$ cat src/rtl/instr_fetch_unit.sv
// Instruction fetch unit: owns the PC, fetches over the icache port and holds instr for decode.
// Define IFU_PERF_EN to build the fetch/stall performance counters (otherwise tied to zero).
module instr_fetch_unit #(
  parameter logic [31:0] PC_INIT = 32'h0000_0000
) (
  input  logic        CLK,
  input  logic        nRST,
  input  logic        ihit,
  input  logic [31:0] iload,
  output logic        iREN,
  output logic [31:0] iaddr,
  output logic [31:0] instr,
  output logic        instr_valid,
  input  logic        advance,
  input  logic [1:0]  pcsrc,
  input  logic        branch_taken,
  input  logic [15:0] imm,
  input  logic [25:0] jaddr,
  input  logic [31:0] rs_data,
  input  logic        halt,
  output logic        halted,
  output logic [31:0] pc_plus4,
  output logic [31:0] fetch_cnt,
  output logic [31:0] stall_cnt
);

  localparam int unsigned W = 32;

  typedef enum logic [1:0] {
    FETCH  = 2'd0,
    EXEC   = 2'd1,
    HALTED = 2'd2
  } state_t;

  state_t       state;
  logic [W-1:0] pc;
  logic [W-1:0] next_pc;
  logic [W-1:0] br_off;

  assign pc_plus4 = pc + W'(4);
  assign iaddr    = {pc[W-1:2], 2'b00};

  // Next-PC select from the control unit's decode results; all arithmetic is modulo 2^32.
  always_comb begin
    br_off  = {{14{imm[15]}}, imm, 2'b00};
    next_pc = pc_plus4;
    case (pcsrc)
      2'd1:    if (branch_taken) next_pc = pc_plus4 + br_off;
      2'd2:    next_pc = {pc_plus4[W-1:28], jaddr, 2'b00};
      2'd3:    next_pc = rs_data & ~W'(3);
      default: next_pc = pc_plus4;
    endcase
  end

  always_ff @(posedge CLK or negedge nRST) begin
    if (!nRST) begin
      state       <= FETCH;
      pc          <= PC_INIT;
      instr       <= '0;
      instr_valid <= 1'b0;
      halted      <= 1'b0;
      iREN        <= 1'b1;
    end else begin
      case (state)
        FETCH: begin
          if (ihit) begin
            instr       <= iload;
            instr_valid <= 1'b1;
            iREN        <= 1'b0;
            state       <= EXEC;
          end
        end
        EXEC: begin
          // halt wins over a simultaneous advance
          if (halt) begin
            instr_valid <= 1'b0;
            halted      <= 1'b1;
            iREN        <= 1'b0;
            state       <= HALTED;
          end else if (advance) begin
            pc          <= next_pc;
            instr_valid <= 1'b0;
            iREN        <= 1'b1;
            state       <= FETCH;
          end
        end
        default: begin
          instr_valid <= 1'b0;
          halted      <= 1'b1;
          iREN        <= 1'b0;
          state       <= HALTED;
        end
      endcase
    end
  end

`ifdef IFU_PERF_EN
  // Counters only move in FETCH, so they freeze in EXEC and HALTED.
  always_ff @(posedge CLK or negedge nRST) begin
    if (!nRST) begin
      fetch_cnt <= '0;
      stall_cnt <= '0;
    end else if (state == FETCH) begin
      if (ihit) fetch_cnt <= fetch_cnt + W'(1);
      else      stall_cnt <= stall_cnt + W'(1);
    end
  end
`else
  assign fetch_cnt = '0;
  assign stall_cnt = '0;
`endif

endmodule

$ cat config.mk
export PLATFORM = sky130hd
export DESIGN_NAME = instr_fetch_unit
export DESIGN_NICKNAME = d
export VERILOG_FILES = /design/src/rtl/instr_fetch_unit.sv
export SDC_FILE = /design/constraint.sdc
export NUM_CORES = 1
export LEC_CHECK = 0
export ABC_AREA = 1
export BUFFER_PORTS_ARGS = -buffer_cell sky130_fd_sc_hd__buf_2
export CORE_UTILIZATION = 50
export DETAILED_ROUTE_END_ITERATION = 6
export MAX_ROUTING_LAYER = met4
export PLACE_DENSITY = 0.82
export SLEW_MARGIN = 20
export SYNTH_ARGS = -nofsm -noshare
export SYNTH_HDL_FRONTEND = slang
export SYNTH_SLANG_ARGS = --single-unit
export TNS_END_PERCENT = 50
$ cat constraint.sdc
create_clock -name CLK -period 5.01 [get_ports CLK]
set_input_delay 0.2505 -clock CLK [delete_from_list [all_inputs] [get_ports CLK]]
set_output_delay 0.2505 -clock CLK [all_outputs]
set_load 0.05 [all_outputs]
Word-level counts from Yosys, hierarchy flattened
Cells that the tools add are included.

Bits in registers: 69. Latch bits: 0. RAM bits: 0. Memory bits (read-only): 0. Input port bits: 114. Output and inout bits: 163. Word-level logic and storage cells: 38. Memories kept: 0.

Add/sub/neg operators: 2. Multiply operators: 0. Div/mod/pow operators: 0. $lt $le $gt $ge: 0. Equal/unequal tests: 7. Shift-type cells: 0. Multiplexer cells: 16. Bitwise operators: 2. Reduce and logical (&&, ||, !) cells: 5.

Operators with widths (number): 32-bit one-hot mux with 3 select lines (1); 32-bit by 3-bit adder with 32-bit output, second input constant (1); 32-bit adder (1); 32-bit 2-to-1 mux (1); 1-bit 2-to-1 mux (7); 2-bit 2-to-1 mux (3); 1-bit one-hot mux with 2 select lines (3); 2-bit AND reduction (3); 2-bit by 1-bit == test with 1-bit output, second input constant (2); 2-bit == test, second input constant (2); 2-bit != test, second input constant (2); 2-bit one-hot mux with 2 select lines (1); 3-bit != test, second input constant (1); 3-bit AND reduction (1); 2-bit zero test (1); 1-bit inverter (2).

Depth between registers and ports, before layout
Gate-level depths: netlist of the first run.

Word-level depth: 4. Gate-level depth with buffers: 26.

Worst setup path after synthesis of the first run
No wires, ideal clock.

Kind: reg2reg. Start: register pc[3]. End: register pc[27]. Setup time: 0.113 ns. Data arrival time: 3.706 ns. Required time: 4.897 ns. Path slack: 1.191 ns. Cell stages (with the launch flop): 22. Path through: dfrtp_1 -> ha_1 -> nand2_2 -> inv_1 -> nand3_4 -> nor2_4 -> inv_2 -> nor2_2 -> xor2_1 -> ha_1 -> nand2_1 -> inv_1 -> nand2_1 -> nand2_1 -> a21oi_1 -> nor2_1 -> nor2_1 -> nand3_1 -> nand3_1 -> nand3b_1 -> nand2_1 -> inv_1.

Cells in the longest elaborated chain, start to end: 4.

Ends and longest elaborated chain: start: declaration (RTL line 36) `logic [W-1:0] pc;`; start signal: assignment (RTL line 81) `pc <= next_pc;`; 32-bit by 3-bit adder with 32-bit output (RTL line 40) `assign pc_plus4 = pc + W'(4);`; via pc_plus4[18] (RTL line 22) `output logic [31:0] pc_plus4,`; 32-bit adder (RTL line 48) `2'd1: if (branch_taken) next_pc = pc_plus4 + br_off;`; 32-bit 2-to-1 mux (RTL line 48); 32-bit one-hot mux with 3 select lines (RTL line 47) `case (pcsrc)`.

The timed path passes the listed nets, and every way through them passes these cells. A chain may end at the register's enable or synchronous reset.

Final worst setup path of the first run
Start: register pc[2]. End: register pc[23].

Cells in the longest elaborated chain, start to end: 4.

Ends and longest elaborated chain (RTL line): 32-bit by 3-bit adder with 32-bit output (*) (40); 32-bit adder (48); 32-bit 2-to-1 mux (48); 32-bit one-hot mux with 3 select lines (*) (47).

Every way passes the cells marked *; elsewhere a longest branch is shown, timed or not.

==> flow_summary_export.csv, run 1 <==
group,metric,value,unit
yosys,avgSynthCellArea,6.56,um2
global_route,antenna_found_initial,0,
sta,fin_skew,0.00875,ns
power,powerDensity,176,nW/um2
yosys,synthFlopType,"dfrtp_1",
critical_path,crit_top_cell,"nand2_1",
global_route,grt_pass1_vias,6701,
sta,holdWs,0.105,ns
clocking,postCtsResizedCells,0,
outcome,status,"completed",
yosys,synth-compound-area-share,11.7,%
cells_and_area,diodes,0,
sta,fin_setup_tns,0,ns
clocking,cts.clk_slew.worst_paths,0.06,ns
drt,avgRoutedWirePerCell,15.0,um
sta,post-route-period-util,69.1,%
yosys,synthArstFlopShare,100,%
placed_design,gp_congestion,0.984,
floorplanning,start_util,51.6,%
cells_and_area,area_growth_syn_to_layout,17.8,%
floorplanning,die_area,14200,um2
critical_path,reg2reg_depth,22,
global_route,gr-max-usage-layer,"met2",
yosys,synth_top_family_by_area,"simple AND/OR/NAND/NOR gates",
critical_path,slowest_delay,0.47,ns
yosys,yosysUniqueCellTypes,46,
global_route,track_usage,31.3,%
critical_path,r2r_setup_slack,1.55,ns
drt,drc_errors,0,
yosys,synth-seq-cells,66,
floorplanning,num_rows,42,
floorplanning,die_w,119,um
drt,drtAntennaViolNets,0,
yosys,muxShareOfSynthArea,5.24,%
floorplanning,ios,277,
yosys,synth_edf_count,0,
sta,slew_violations,0,
global_route,grtUsageMet3,5.75,%
clocking,postCtsSetupRepairBufs,0,
yosys,yosys_warnings,0,
global_route,grt_max_degree,67,
global_route,overflow,0,
sta,slew_headroom,42.8,%
clocking,numCtsBuffers,9,
yosys,synthAdderAreaFrac,6.47,%
global_route,use_met1,41.2,%
clocking,cts.hold.buffers_added,0,
critical_path,cp_cell_sequence,"ha_1 > nand2_2 > inv_1 > nand3_4 > inv_1 > nand2_1 > xor2_1 > inv_1 > ha_1 > nand2_1 > nor2_1 > inv_1 > nor2_1 > nand2_1 > nand2_1 > nand3_1 > nand3_1 > nand3_1 > nand2_1 > nand2_1 > nand2_1 > nand2_1",
yosys,postSynthCellCount,1049,
clocking,cts_root_buf,"clkbuf_16",
cells_and_area,multi_input_area,4260,um2
drt,vias,7390,
yosys,synth_area,6880,um2
floorplanning,core_area,13300,um2
drt,drtPass1Iterations,5,
floorplanning,dieHeight,119,um
yosys,synth-simple-area-share,32.3,%
sta,setup_viol,0,
critical_path,arrival,3.67,ns
drt,drt_iter0_markers,648,
worst_hold_path,hp-class,"in2async",
placed_design,dp.cells,1416,
placed_design,post-dp-hpwl,17.7,mm
critical_path,cp_top_family,"simple AND/OR/NAND/NOR gates",
power,irDropWorstVdd,197,uV
cells_and_area,postLayoutCellArea,8110,um2
clocking,clock_latency,0.32,ns
sta,rsz0062_at_grt,"false",
cells_and_area,nNetsFinal,1400,
clocking,cts.path.max_buffers,2,
cells_and_area,drive_above_1_share,23.6,%
critical_path,r2r_end,"pc[23]$_DFFE_PN0P_",
placed_design,placed_cell_area,7830,um2
drt,wirelength,21.5,mm
power,p_leak,0.00486,uW
clocking,clock_sinks,66,
critical_path,start_kind,"flop",
clocking,cts-htree-levels,3,
placed_design,port_buffers,206,
job,max_cap_violations,0,
sta,finalCriticalPeriod,3.46,ns
sta,tightestPinTransition,0.859,ns
cells_and_area,finalNonFillerCells,1432,
yosys,ys_seq_area_share,24.0,%
critical_path,cp.required,5.22,ns
cells_and_area,regArea,1650,um2
drt,drt-vias-per-instance,5.16,
critical_path,path_max_fanout,6,
critical_path,endpoint_kind,"flop",
global_route,grt_use_met2,49.0,%
sta,fmax,289,MHz
critical_path,critPathSlowestCell,"dfrtp_1",
cells_and_area,fillCellCount,1339,
critical_path,crit_buf_inv,4,
global_route,grt_pass1_wl,33.8,mm
yosys,synthXorXnorAreaFrac,2.40,%
sta,hold_viol,0,
clocking,cts_tree,"built",
critical_path,rr_startpoint,"pc[2]$_DFFE_PN0P_",
critical_path,path_class,"reg2reg",
[per-layer routing]
metal	share of wire, %	routed length [um]
met1	41	8750
met2	46	9970
met3	10	2160
met4	3.0	636
met5	0	0
[state kept, by name, indices dropped and copies added (netlist names)]
signal	cells
pc	30
iREN	1
instr_valid	1
instr	32
halted	1
state	1
[how the worst max path moves through the flow]
stage                           start                  to  slack [ns]  cells past startpoint
floorplan           pc[3]$_DFFE_PN0P_  pc[27]$_DFFE_PN0P_        1.19                     21
global placement    pc[2]$_DFFE_PN0P_  pc[27]$_DFFE_PN0P_        1.72                     21
detailed placement  pc[2]$_DFFE_PN0P_  pc[23]$_DFFE_PN0P_        1.63                     22
CTS                 pc[2]$_DFFE_PN0P_  pc[23]$_DFFE_PN0P_        1.59                     22
global route        pc[2]$_DFFE_PN0P_  pc[27]$_DFFE_PN0P_        1.22                     22
finish              pc[2]$_DFFE_PN0P_  pc[23]$_DFFE_PN0P_        1.55                     22
[synthesized netlist by cell type, types with 2 or more instances]
master	instances	area share [%]
nand2_2	9	0.82
o21ai_0	39	2.8
a221oi_1	4	0.51
xor2_1	12	1.5
and2_1	3	0.27
nand2_1	300	16
a21o_1	2	0.22
a21oi_1	39	2.8
clkbuf_1	13	0.71
nor2_4	6	0.98
o21bai_1	11	1.2
nand3_2	3	0.44
xnor2_1	5	0.64
or2_2	6	0.55
mux2_2	32	5.2
o211ai_1	3	0.33
nor2_2	6	0.55
buf_2	5	0.36
inv_2	2	0.11
o32ai_1	2	0.25
nand4_1	11	1.0
nor2_1	74	4.0
inv_1	167	9.1
ha_1	34	6.2
nor3_1	14	1.0
o22ai_1	4	0.36
buf_4	69	7.5
nand3_1	62	4.5
o21ai_1	6	0.44
a22o_1	14	1.8
a31oi_1	2	0.18
nand3b_1	11	1.2
a211oi_1	2	0.22
dfrtp_1	65	24
[cell usage in the layout (no fill, tap or decap), types with 12 or more instances in the layout]
cell / netlist / routed
nor2_1: 74 / 73
mux2_2: 32 / 32
buf_2: 5 / 206
a21oi_1: 39 / 39
xor2_1: 12 / 12
nand3_1: 62 / 62
ha_1: 34 / 34
o21ai_0: 39 / 39
conb_1: 1 / 68
nor3_1: 14 / 14
inv_1: 167 / 167
dfrtp_1: 65 / 65
nand2_1: 300 / 300
a22o_1: 14 / 14
[where the power goes]
part | switching, uW | internal (uW) | leakage [uW]
Combinational | 243 | 84.6 | 0.00387
Clock | 233 | 335 | 0.000129
Sequential | 0 | 533 | 0.000856
Total | 476 | 953 | 0.00486
[worst register-to-register path: stages, from the launching register on]
cell and delay, ns:
dfrtp_1 0.47, ha_1 0.22, nand2_2 0.07, inv_1 0.12, nand3_4 0.14, inv_1 0.12, nand2_1 0.12, xor2_1 0.20
inv_1 0.12, ha_1 0.39, nand2_1 0.14, nor2_1 0.16, inv_1 0.10, nor2_1 0.09, nand2_1 0.06, nand2_1 0.22
nand3_1 0.15, nand3_1 0.09, nand3_1 0.09, nand2_1 0.08, nand2_1 0.06, nand2_1 0.07, nand2_1 0.04
[cell type report]
class                           instances  share of cell area (%)
Multi-Input combinational cell        794                    52.5
Sequential cell                        66                    20.4
Timing Repair Buffer                  211                    13.2
Inverter                              169                    7.83
Clock buffer                           10                    2.82
Tap cell                              176                    2.72
Clock inverter                          6                   0.525
[stage by stage]
stage	util [%]	power [uW]	setup WS, ns
6_report	60.7	1430	1.55
2_1_floorplan	-	811	1.19
3_5_place_dp	58.7	866	1.63
3_3_place_gp	58.7	863	1.72
4_1_cts	60.7	1440	1.59
5_1_grt	60.7	1490	1.22
[kinds of logic after synthesis]
kind of cell             Yosys count
AND/OR/NAND/NOR                  509
buffers and inverters            256
AO/OA/AOI/OAI                    132
flip-flops                        66
adder cells (fa/ha/maj)           35
multiplexers                      32
XOR/XNOR                          18
other                              1
(Power assumes the default switching activity.)
==> run 2, diff against run 1 <==
clock period = 3.2 ns   (was 5.01 ns; I/O delays follow)
==> run 2 against run 1 <==
Utilization increased by 6.5 points. Via count grew 4.0%. Largest power group unchanged. Sequential share of layout area fell by 1.8 points. Critical endpoint is now pc[17]$_DFFE_PN0P_.
==> flow_summary_export.csv, run 2 (synthesis results as in run 1) <==
group,metric,value,unit
outcome,status,"completed",
floorplanning,die_w,119,um
sta,hold_viol,0,
global_route,overflow,0,
placed_design,placed_cell_area,8230,um2
critical_path,start_kind,"flop",
worst_hold_path,hold_start,"iload[29]",
power,p_leak,0.00516,uW
cells_and_area,multi_input_area,4680,um2
clocking,cts_root_buf,"clkbuf_16",
floorplanning,ios,277,
clocking,numCtsBuffers,9,
sta,slew_violations,0,
cells_and_area,area_growth_syn_to_layout,30.3,%
cells_and_area,regArea,1670,um2
global_route,track_usage,33.1,%
placed_design,port_buffers,206,
floorplanning,die_area,14200,um2
global_route,grt_max_degree,40,
critical_path,arrival,3.35,ns
cells_and_area,final_core_util,67.2,%
sta,fin_skew,0.00853,ns
clocking,cts_tree,"built",
cells_and_area,final_common_cell,"nand2_1",
cells_and_area,fillCellCount,1183,
critical_path,r2r_end,"pc[17]$_DFFE_PN0P_",
cells_and_area,postLayoutCellArea,8970,um2
drt,drt-vias-per-instance,5.18,
cells_and_area,regMostFlops,"instr",
floorplanning,core_area,13300,um2
power,powerDensity,275,nW/um2
drt,avgRoutedWirePerCell,15.9,um
clocking,cts.path.max_buffers,2,
sta,rsz0062_at_grt,"true",
critical_path,endpoint_kind,"flop",
placed_design,gp_congestion,0.997,
sta,tightestPinTransition,0.902,ns
critical_path,cp.required,3.43,ns
clocking,cts-htree-levels,3,
critical_path,reg2reg_depth,18,
sta,setup_viol,0,
cells_and_area,drive_above_1_share,32.3,%
sta,fmax,321,MHz
global_route,antenna_found_initial,1,
sta,finalCriticalPeriod,3.11,ns
sta,holdWs,0.0466,ns
worst_hold_path,whs_endpoint,"instr[29]$_DFFE_PN0P_",
power,irDropWorstVdd,371,uV
drt,drc_errors,0,
drt,drtAntennaViolNets,0,
worst_hold_path,hold_depth,2,
critical_path,path_max_fanout,6,
global_route,grt_pass1_vias,7082,
sta,post-route-period-util,97.3,%
sta,slew_headroom,39.9,%
floorplanning,num_rows,42,
worst_hold_path,hp-class,"in2reg",
drt,drt_iter0_markers,669,
critical_path,rr_startpoint,"pc[3]$_DFFE_PN0P_",
drt,drtPass1Iterations,6,
floorplanning,start_util,51.6,%
critical_path,path_class,"reg2reg",
drt,vias,7684,
drt,wirelength,23.5,mm
job,max_cap_violations,0,
clocking,clock_latency,0.34,ns
cells_and_area,nNetsFinal,1449,
floorplanning,dieHeight,119,um
cells_and_area,final_cell_mix,"nand2_1, buf_2, inv_1, conb_1, nand3_1",
clocking,cts.clk_slew.worst_paths,0.06,ns
cells_and_area,largest_reg_flops,32,
critical_path,r2r_setup_slack,0.09,ns
cells_and_area,reg.largest.list,"instr: 32 flops, pc: 30 flops",
clocking,clock_sinks,66,
global_route,grt_pass1_wl,35.4,mm
placed_design,post-dp-hpwl,18.6,mm
## run 2: cell count changes in the layout (fill, tap and decap cells not counted), moves of 5 or more
cell     before  now
xor2_2        1    6
inv_2         2    7
dfrtp_2       0   13
buf_4         5   53
nor2_1       73   60
xor2_1       12    3
inv_1       167  162
ha_4          0   13
ha_1         34   20
nand2_2       9   14
nand2_1     300  294
dfrtp_1      65   52
nor3_1       14    9
nor2_2        7   17
## run 2: what timing repair did
action | in CTS | in global routing
hold buffers | 1 | 0
pin swaps | 0 | 15
endpoints found under the hold margin | 37 | 0
buffers inserted | 0 | 9
endpoints found under the setup margin | 2 | 20
resized for setup | 1 | 67
## run 2: how the worst max path moves through the flow
stage	endpoint	slack, ns	cells after the start	startpoint
after floorplan	pc[27]$_DFFE_PN0P_	0.01	20	pc[16]$_DFFE_PN0P_
after global placement	pc[23]$_DFFE_PN0P_	0.04	22	pc[2]$_DFFE_PN0P_
after detailed placement	pc[23]$_DFFE_PN0P_	-0.03	22	pc[2]$_DFFE_PN0P_
after CTS	pc[23]$_DFFE_PN0P_	0.02	22	pc[2]$_DFFE_PN0P_
after global routing	pc[31]$_DFFE_PN0P_	-0.08	24	pc[3]$_DFFE_PN0P_
final	pc[17]$_DFFE_PN0P_	0.09	18	pc[3]$_DFFE_PN0P_
## run 2: critical path, cell delays in order, from the launching register on
cell and delay, ns:
dfrtp_2 0.43, nand3_2 0.16, nor2_4 0.19, nand3_2 0.14, buf_4 0.17, xor2_1 0.16, inv_1 0.14, ha_1 0.35
nand2_2 0.10, nor2_1 0.14, inv_1 0.07, nor3_1 0.13, nand2_1 0.08, nand2_2 0.11, a21oi_1 0.08, o21ai_1 0.17
nand4_1 0.23, nand2_1 0.11, inv_1 0.04
## run 2: through the flow
stage	setup TNS, ns	cells	total power (uW)	setup WS, ns
after global placement	0	1455	1360	0.0431
after floorplan	0	1116	1270	0.0125
after detailed placement	-0.0450	1455	1360	-0.0348
after global routing	-0.590	1482	2550	-0.0843
final	0	1482	2470	0.0878
after CTS	0	1472	2450	0.0170
## run 2: cell type report
cell class / count / share of cell area (%)
Antenna cell: 1 / 0.0279
Clock buffer: 9 / 2.51
Clock inverter: 7 / 1.13
Inverter: 169 / 7.07
Multi-Input combinational cell: 794 / 52.2
Sequential cell: 66 / 18.6
Tap cell: 176 / 2.45
Timing Repair Buffer: 260 / 16.0
## run 2: metal layers
layer / routed length (um) / GRT usage (%) / vias up
met5: 0 / - / -
li1: - / - / 3715
met3: 2090 / 6.51 / 53
met2: 11100 / 54.1 / 398
met1: 9670 / 41.0 / 3518
met4: 721 / 10.9 / 0
## run 2: power breakdown
group          switching, uW  leakage (uW)  internal (uW)
combinational            395       0.00417            155
clock                    393      0.000158            689
sequential                 0      0.000837            835
total                    788       0.00516           1680
==> run 3, diff against run 2 <==
SETUP_SLACK_MARGIN = 0.2   (was unset)
==> run 3 against run 2 <==
The flow now finishes with violations (negative hold slack). Via count grew 4.4%. Flip-flop and latch count is the same. Critical path depth is the same. Sequential power is essentially flat. Clock-buffer cell count grew 1. Utilization grew 4.4 points. Non-clock buffer count grew 9. Hold slack lost 0.062 ns. Register-to-register slack gained 0.05 ns. Design area grew 6.5%. Largest cell class unchanged.
==> flow_summary_export.csv, run 3 (synthesis results as in run 1) <==
group,metric,value,unit
drt,avgRoutedWirePerCell,16.9,um
floorplanning,num_rows,42,
worst_hold_path,hp-class,"in2async",
sta,holdWs,-0.0157,ns
critical_path,cp.required,3.47,ns
clocking,cts.hold.buffers_added,0,
cells_and_area,final_common_cell,"nand2_1",
outcome,violations,"negative hold slack",
placed_design,port_buffers,206,
cells_and_area,diodes,0,
sta,hold_viol,25,
sta,slew_headroom,29.0,%
cells_and_area,nNetsFinal,1458,
critical_path,reg2reg_depth,18,
global_route,grt_pass1_vias,7053,
critical_path,r2r_end,"pc[15]$_DFFE_PN0P_",
placed_design,post-dp-hpwl,18.5,mm
clocking,cts-htree-levels,3,
clocking,numCtsBuffers,9,
critical_path,rr_startpoint,"pc[6]$_DFFE_PN0P_",
placed_design,dp.cells,1432,
cells_and_area,postLayoutCellArea,9560,um2
sta,fmax,326,MHz
clocking,clock_sinks,66,
critical_path,crit_path_start,"pc[6]$_DFFE_PN0P_",
drt,drtPass1Iterations,5,
sta,post-route-period-util,95.8,%
global_route,grt_max_degree,43,
placed_design,gp_congestion,0.963,
critical_path,path_class,"reg2reg",
placed_design,placed_cell_area,8200,um2
global_route,grt_pass1_wl,35.1,mm
global_route,overflow,0,
sta,rsz0062_at_grt,"true",
cells_and_area,regMostFlops,"instr",
cells_and_area,area_growth_syn_to_layout,38.8,%
sta,slew_violations,0,
cells_and_area,reg.largest.list,"instr: 32 flops, pc: 30 flops",
power,powerDensity,252,nW/um2
cells_and_area,fillCellCount,1079,
drt,vias,8021,
clocking,cts.path.max_buffers,2,
drt,drc_errors,0,
power,p_leak,0.00532,uW
sta,fin_skew,0.00602,ns
floorplanning,start_util,51.6,%
sta,setup_viol,0,
cells_and_area,drive_above_1_share,40.4,%
cells_and_area,final_cell_mix,"nand2_1, buf_2, inv_1, conb_1, buf_4",
critical_path,path_max_fanout,5,
sta,finalCriticalPeriod,3.06,ns
job,max_cap_violations,0,
cells_and_area,finalNonFillerCells,1490,
critical_path,start_kind,"flop",
critical_path,r2r_setup_slack,0.14,ns
global_route,track_usage,32.8,%
critical_path,endpoint_kind,"flop",
critical_path,arrival,3.33,ns
sta,tightestPinTransition,1.07,ns
floorplanning,die_area,14200,um2
power,irDropWorstVdd,343,uV
floorplanning,dieHeight,119,um
critical_path,endpoint,"pc[15]$_DFFE_PN0P_",
cells_and_area,largest_reg_flops,32,
drt,drt_iter0_markers,705,
outcome,status,"finished, violations left",
clocking,cts_tree,"built",
drt,drtAntennaViolNets,0,
clocking,cts_root_buf,"clkbuf_16",
drt,drt-vias-per-instance,5.38,
global_route,antenna_found_initial,0,
floorplanning,ios,277,
floorplanning,die_w,119,um
clocking,clock_latency,0.33,ns
drt,wirelength,25.1,mm
floorplanning,core_area,13300,um2
clocking,cts.clk_slew.worst_paths,0.06,ns
-- run 3: worst min path at each step --
stage / start / to / slack (ns) / depth (start not counted)
6_report: nRST / instr[12]$_DFFE_PN0P_ / -0.02 / 1
5_1_grt: nRST / instr[12]$_DFFE_PN0P_ / 0.05 / 1
4_1_cts: nRST / instr[12]$_DFFE_PN0P_ / 0.005 / 1
2_1_floorplan: nRST / halted$_DFFE_PN0P_ / -0.14 / 0
3_3_place_gp: nRST / instr[12]$_DFFE_PN0P_ / 0.36 / 1
3_5_place_dp: nRST / instr[12]$_DFFE_PN0P_ / 0.36 / 1
-- run 3: layout make-up --
cell class                 count  area [um2]  share of cell area (%)
multi-input combinational    794        5170                    54.1
sequential                    66        1690                    17.7
timing repair buffer         269        1530                    16.0
inverter                     169         644                    6.74
clock buffer                  10         239                    2.50
tap                          176         220                    2.30
clock inverter                 6        66.3                   0.694
-- run 3: what timing repair did --
item | in CTS | in global routing
endpoints found under the setup margin | 19 | 22
gates resized for setup | 29 | 140
pin swaps | 6 | 53
setup buffers | 7 | 35
-- run 3: metrics by stage --
stage	util, %	setup TNS, ns	total power, uW	setup WS, ns
detailed placement	61.4	-0.0295	1360	-0.0274
CTS	65.4	0	2360	0.182
floorplan	-	0	1270	0.179
finish	71.6	0	2410	0.135
global placement	61.4	0	1360	0.0376
global route	71.6	0	2490	0.0348
-- run 3: critical path, cell delays in order (launching register included) --
cell      delay [ns]
dfrtp_2         0.41
nand2_2         0.12
nor2_4          0.16
buf_6           0.14
nand2_4         0.10
nor2_4          0.16
xor2_4          0.29
ha_4            0.27
nand2_4         0.09
inv_1           0.06
nand2_1         0.09
nand2_2         0.09
a21oi_2         0.13
nand2_2         0.12
buf_4           0.16
xnor2_2         0.12
o21bai_1        0.27
o22ai_1         0.14
inv_1           0.07
-- run 3: where the power goes --
part	switching, uW	internal [uW]
clock network	369	623
logic	416	168
registers	0	835
-- run 3: per-layer routing --
layer,track usage [%],up-vias,share of wire (%)
met5,-,-,0
met4,14.4,0,4.7
met3,4.36,100,9.4
met2,53.2,500,48
met1,41.1,3699,38
li1,-,3722,-
